**config.mk**
```make
export PLATFORM = sky130hd
export DESIGN_NAME = sprite_row_shifter
export DESIGN_NICKNAME = d
export VERILOG_FILES = /design/src/rtl/sprite_row_shifter.sv
export SDC_FILE = /design/constraint.sdc
export NUM_CORES = 1
export LEC_CHECK = 0
export ABC_AREA = 1
export CAP_MARGIN = 20
export CORE_UTILIZATION = 53
export DETAILED_ROUTE_END_ITERATION = 8
export PLACE_DENSITY_LB_ADDON = 0.15
export SETUP_SLACK_MARGIN = 0.5
export SYNTH_ARGS = -nofsm -noshare
export SYNTH_HDL_FRONTEND = slang
export SYNTH_SLANG_ARGS = --single-unit
```
**constraint.sdc**
```tcl
create_clock -name clk -period 2.4 [get_ports clk]
set_input_delay 0.6 -clock clk [delete_from_list [all_inputs] [get_ports clk]]
set_output_delay 0.6 -clock clk [all_outputs]
set_load 0.05 [all_outputs]
```
**src/rtl/sprite_row_shifter.sv**
```systemverilog
// Sprite row serialiser: buffers WORDS packed words, skips x_offset strobes,
// then emits one BPP-bit pixel per en strobe in normal or mirrored order.
`timescale 1ns/1ps
module sprite_row_shifter #(
  parameter int BPP   = 2,
  parameter int PPW   = 16,
  parameter int WORDS = 2,
  parameter int XW    = 10
) (
  input  logic                 clk,
  input  logic                 reset,
  input  logic                 wr_valid,
  output logic                 wr_ready,
  input  logic [BPP*PPW-1:0]   wr_data,
  input  logic                 arm,
  input  logic [XW-1:0]        x_offset,
  input  logic                 mirror,
  input  logic                 en,
  output logic [BPP-1:0]       pix_out,
  output logic                 pix_active,
  output logic                 done
);

  localparam int WW  = BPP * PPW;
  localparam int N   = WORDS * PPW;
  localparam int WCW = $clog2(WORDS + 1);
  localparam int PCW = $clog2(N + 1);

  localparam logic [1:0] S_FILL   = 2'd0;
  localparam logic [1:0] S_LOADED = 2'd1;
  localparam logic [1:0] S_DELAY  = 2'd2;
  localparam logic [1:0] S_SHIFT  = 2'd3;

  logic [1:0]     state;
  logic [WCW-1:0] wcnt;
  logic [PCW-1:0] pcnt;
  logic [XW-1:0]  dcnt;
  logic           mir;
  logic [WW-1:0]  row_w [WORDS];
  logic [BPP-1:0] pix_sel;

  assign wr_ready = (state == S_FILL);

  // Pixel selection by index; the buffer is never shifted, so a mirrored row
  // simply counts the index down from the far end.
  always_comb begin
    int idx;
    pix_sel = '0;
    idx = mir ? (N - 1 - int'(pcnt)) : int'(pcnt);
    for (int w = 0; w < WORDS; w++) begin
      for (int k = 0; k < PPW; k++) begin
        if (idx == w * PPW + k) pix_sel = row_w[w][k*BPP +: BPP];
      end
    end
  end

  always_ff @(posedge clk) begin
    if (reset) begin
      state      <= S_FILL;
      wcnt       <= '0;
      pcnt       <= '0;
      dcnt       <= '0;
      mir        <= 1'b0;
      pix_out    <= '0;
      pix_active <= 1'b0;
      done       <= 1'b0;
      for (int w = 0; w < WORDS; w++) row_w[w] <= '0;
    end else begin
      done <= 1'b0;
      if (en && state != S_SHIFT) begin
        pix_out    <= '0;
        pix_active <= 1'b0;
      end
      case (state)
        S_FILL: begin
          if (wr_valid) begin
            for (int w = 0; w < WORDS; w++) begin
              if (wcnt == WCW'(w)) row_w[w] <= wr_data;
            end
            wcnt <= wcnt + WCW'(1);
            if (wcnt == WCW'(WORDS - 1)) state <= S_LOADED;
          end
        end
        S_LOADED: begin
          if (arm) begin
            dcnt  <= x_offset;
            mir   <= mirror;
            pcnt  <= '0;
            state <= (x_offset != '0) ? S_DELAY : S_SHIFT;
          end
        end
        S_DELAY: begin
          // The strobe that exhausts the offset emits nothing itself.
          if (en) begin
            if (dcnt != '0) dcnt <= dcnt - XW'(1);
            if (dcnt <= XW'(1)) state <= S_SHIFT;
          end
        end
        S_SHIFT: begin
          if (en) begin
            pix_out    <= pix_sel;
            pix_active <= 1'b1;
            pcnt       <= pcnt + PCW'(1);
            if (pcnt == PCW'(N - 1)) begin
              state <= S_FILL;
              wcnt  <= '0;
              done  <= 1'b1;
            end
          end
        end
        default: state <= S_FILL;
      endcase
    end
  end

endmodule

```
==> PnR_summary.wiki <==
{| class="wikitable"
! Metric !! Value
|-
| RR Endpoint || pix_out[1]
|-
| Outcome || finished, violations left
|-
| Hold path startpoint || wcnt[1]
|-
| # diodes || 0
|-
| Sink count of the clock tree || roughly 90
|-
| Residual antenna-violating net count after detailed routing || 0
|-
| Post-synthesis area per instance || roughly 8.3 um2
|-
| Depth of the CTS H-tree || 3
|-
| Sum of buffers and inverters on the critical path || 4
|-
| Number of global-route vias before repair || 3,793
|-
| Worst Reg2Reg Path Length in Cells || 23
|-
| Clock slew at the register clock pins of the worst setup and hold paths || 90 ps
|-
| Row count || 33
|-
| Placeable core area || approximately 8200 um2
|-
| Library cell used as clock root buffer || clkbuf_8
|-
| Async set-reset flop share out of synthesis || 0
|-
| Worst Hold Endpoint || wcnt[1]
|-
| Least-Margin Pin Slew || between 400 and 500 ps
|-
| Number of nets in the layout || roughly 700
|-
| Max-slew headroom at the worst pin || 0.674
|-
| Post-synthesis instance area || about 4500 um2
|-
| Setup slack, reg-to-reg || -500 ps
|-
| Total power density per cell area || 904 nW/um2
|-
| Number of max-slew violations in the final report || 0
|-
| Global Route Usage Sum || 0.262
|-
| Boundary pin count || 53
|-
| Failing checks || setup timing
|-
| WS Path Type || flop to flop
|-
| Hold Buf Count CTS || 0
|-
| Area growth from synthesis to final layout || 32.0%
|-
| Hold/Removal Path Class || flop to flop
|-
| Buffer depth of the longest clock path || 2
|-
| Number of antenna violations at the first check in global routing || 0
|-
| Largest net degree at the start of global routing || 33
|-
| Fraction of power consumed by sequential logic || 0.417
|-
| Routed wire length per instance || roughly 14 um
|-
| Gp weighted congestion || approximately 0.95
|-
| Post-DR vias/cell || approximately 5.3
|-
| Period minus WS final || 2900 ps
|-
| Required time worst endpoint || between 2000 and 3000 ps
|-
| Slowest stage cell on the critical path || dfxtp_4
|-
| Part of the Yosys area used for sequential elements || 0.542
|-
| Reported leakage power || around 2.5 nW
|-
| Largest driver fanout on the critical path || 4
|-
| Syn Inst Count || around 540
|-
| Sequence of cells on the critical path || buf_6 > nand2_1 > nand2_2 > nand2_2 > buf_6 > inv_1 > buf_4 > nand4_1 > nand4_1 > nor2_1 > nand4_1 > nor2_1 > nand4_1 > nor2_2 > nand4_1 > nor2_1 > nand4_1 > nor2_1 > nand4_1 > nor2_2 > nand4_1 > nand2_1 > a21oi_1
|-
| Worst Setup Slack, final || -503 ps
|-
| CP startpoint || mir
|-
| Power share of the clock group || 0.197
|-
| Post-Route WL || 10,900 um
|-
| Final Total Pwr || 5.34 mW
|-
| Final worst clock skew || 13.9 ps
|-
| Global-route wire length before repair || 17,600 um
|-
| Routed vias || 4,011
|-
| Total overflow reported by the global router || 0
|-
| Full die area || between 8000 and 9000 um2
|-
| Worst Hold Slack || roughly 460 ps
|-
| Insertion delay to the later sink of the worst-skew pair || 360 ps
|-
| Critical path capture point type || flop
|-
| Area of all placed cells without fillers || ~5900 um2
|-
| Distinct cell type count of the synthesized netlist || 31
|-
| Post-Route Setup TNS || -774 ps
|-
| Fmax || roughly 0.34 GHz
|-
| Share of the clock period used by the worst path || 1.21
|-
| Iteration count of the initial detailed-routing pass || 5
|-
| Dpl cell area || around 5400 um2
|-
| Net switching component of the power || between 2 and 2.5 mW
|-
| Starting density of the core || 0.547
|-
| Gate power share || 0.386
|-
| Number of flops mapped to enable cells by yosys || 64
|-
| Share of cells above drive strength 1 || 0.213
|-
| Total half-perimeter wirelength after legalization and detailed placement || roughly 7500 um
|-
| Residual DRC count || 0
|-
| Unrepaired setup endpoints after global routing || yes
|-
| Worst vdd rail ir drop || 0.580 mV
|-
| Ys flop type || edfxtp_1
|-
| Synthesized net count || 596
|-
| Number of buffers inserted during clock tree synthesis || 9
|-
| Post-Route Utilization || 0.722
|-
| Vertical extent of the die || 93.8 um
|-
| Clock tree from TritonCTS || done
|-
| Count of non-filler cells in the finished layout || ~750
|-
| Final hold vios || 0
|-
| Count of placed standard cells including taps || between 700 and 800
|-
| Number of warnings issued by yosys || 0
|-
| R2r startpoint || mir
|-
| Internal power of the cells || 3.33 mW
|-
| Family with the most delay on the worst path || simple AND/OR/NAND/NOR gates
|-
| Crit path largest cell delay || roughly 370 ps
|-
| Die width || ~94 um
|-
| Port buffer count || between 50 and 60
|-
| Max-capacitance violation count || 0
|-
| CP Data Arrival Time || 3150 ps
|-
| Most frequent cell on the critical path || nand4_1
|-
| Synthesized flop and latch total || 89
|-
| Switching part of the total power || 0.376
|-
| Number of DRC markers after the initial detailed-route iteration || ~230
|-
| Final setup violation count || 2
|-
| DP Worst Slack || -557 ps
|-
| Cell count of the worst hold path || 2
|-
| Startpoint kind of the worst setup timing path || flop
|}
worst reg2reg max path, delay by kind of cell, from the launching register on:
family | cells | cell delay (ps)
AO/OA/AOI/OAI | 1 | 50
buffers and inverters | 4 | 410
flip-flops | 1 | 370
AND/OR/NAND/NOR | 18 | 1990
how the worst max path moves through the flow:
stage | end | depth (start not counted)
detailed placement | pix_out[1] | 23
finish | pix_out[1] | 23
CTS | pix_out[1] | 23
global placement | pix_out[1] | 23
floorplan | pix_out[1] | 24
global route | pix_out[1] | 23
metal layers:
| metal | vias to the layer above | GRT usage | part of all wire |
|---|---|---|---|
| met4 | 0 | 0.121 | 0.034 |
| met3 | 36 | 0.0477 | 0.065 |
| li1 | 1974 | - | - |
| met1 | 1839 | 0.348 | 0.42 |
| met5 | - | 0 | 0 |
| met2 | 162 | 0.417 | 0.48 |
flip-flops by register name, indices dropped and copies added (netlist names), named ones only:
name	flops
pix_out	2
done	1
row_w	64
mir	1
pcnt	6
state	2
wcnt	2
dcnt	10
power groups by stage:
stage	combinational (mW)	clock [mW]	sequential [mW]
6_report	2.06	1.05	2.22
5_1_grt	2.26	1.12	2.25
4_1_cts	1.81	1.06	2.20
3_5_place_dp	1.69	0	2.23
3_3_place_gp	1.65	0	2.23
2_1_floorplan	1.18	0	2.16
cells in the final DEF (no fill, tap or decap), types with 3 or more instances in the layout:
cell type / instances
a211oi_1: 3
inv_6: 3
nand2_2: 15
nand2_1: 101
nand4_1: 16
nor2_2: 7
inv_2: 10
buf_6: 7
buf_4: 45
or2_2: 5
a21oi_1: 25
clkdlybuf4s50_1: 46
edfxtp_1: 64
ha_4: 3
o21ai_0: 17
nor4_1: 4
clkbuf_8: 9
dlygate4sd2_1: 3
inv_1: 74
nand3_1: 21
dfxtp_1: 17
nand2_4: 8
a31oi_1: 7
ha_1: 6
nor3_1: 4
dfxtp_2: 6
nor2_1: 89
cell type report:
cell class                      instances  area (um2)
Fill cell                             624        2270
Clock buffer                            9         124
Tap cell                              105         131
Multi-Input combinational cell        352        1840
Inverter                               87         337
Sequential cell                        89        2440
Clock inverter                          7        77.6
Timing Repair Buffer                  105         951
cells by family after synthesis:
kind of cell | Yosys count | share of synthesized area
adders and majority gates | 9 | 0.0252
buffers and inverters | 98 | 0.0848
DFF | 89 | 0.542
AOI/OAI and AO/OA | 64 | 0.0792
and+or+nand+nor | 277 | 0.265
xor gates and xnor gates | 2 | 0.00392
synthesized netlist by cell type, types with 3 or more instances:
library cell  count  area share
nand3_1          21       0.024
edfxtp_1         64        0.43
inv_1            81       0.068
inv_2             5      0.0042
or2_2             5      0.0070
o21ai_0          19       0.021
clkbuf_1          9      0.0076
dfxtp_1          25        0.11
a211oi_1          3      0.0050
nor3_1            4      0.0045
a21oi_1          28       0.031
nand2_2           8       0.011
a31oi_1           7      0.0098
nand2_1         115       0.097
nand4_1          16       0.022
nor4_1            5      0.0070
ha_1              9       0.025
nor2_1           97       0.081
what timing repair did:
item / 4_1_cts / 5_1_grt
setup endpoints to repair: 19 / 18
pin swaps: 18 / 16
cloned: 0 / 1
resized for setup: 47 / 26
buffers inserted: 9 / 7
Note: power is estimated with default switching activity, not from simulation.
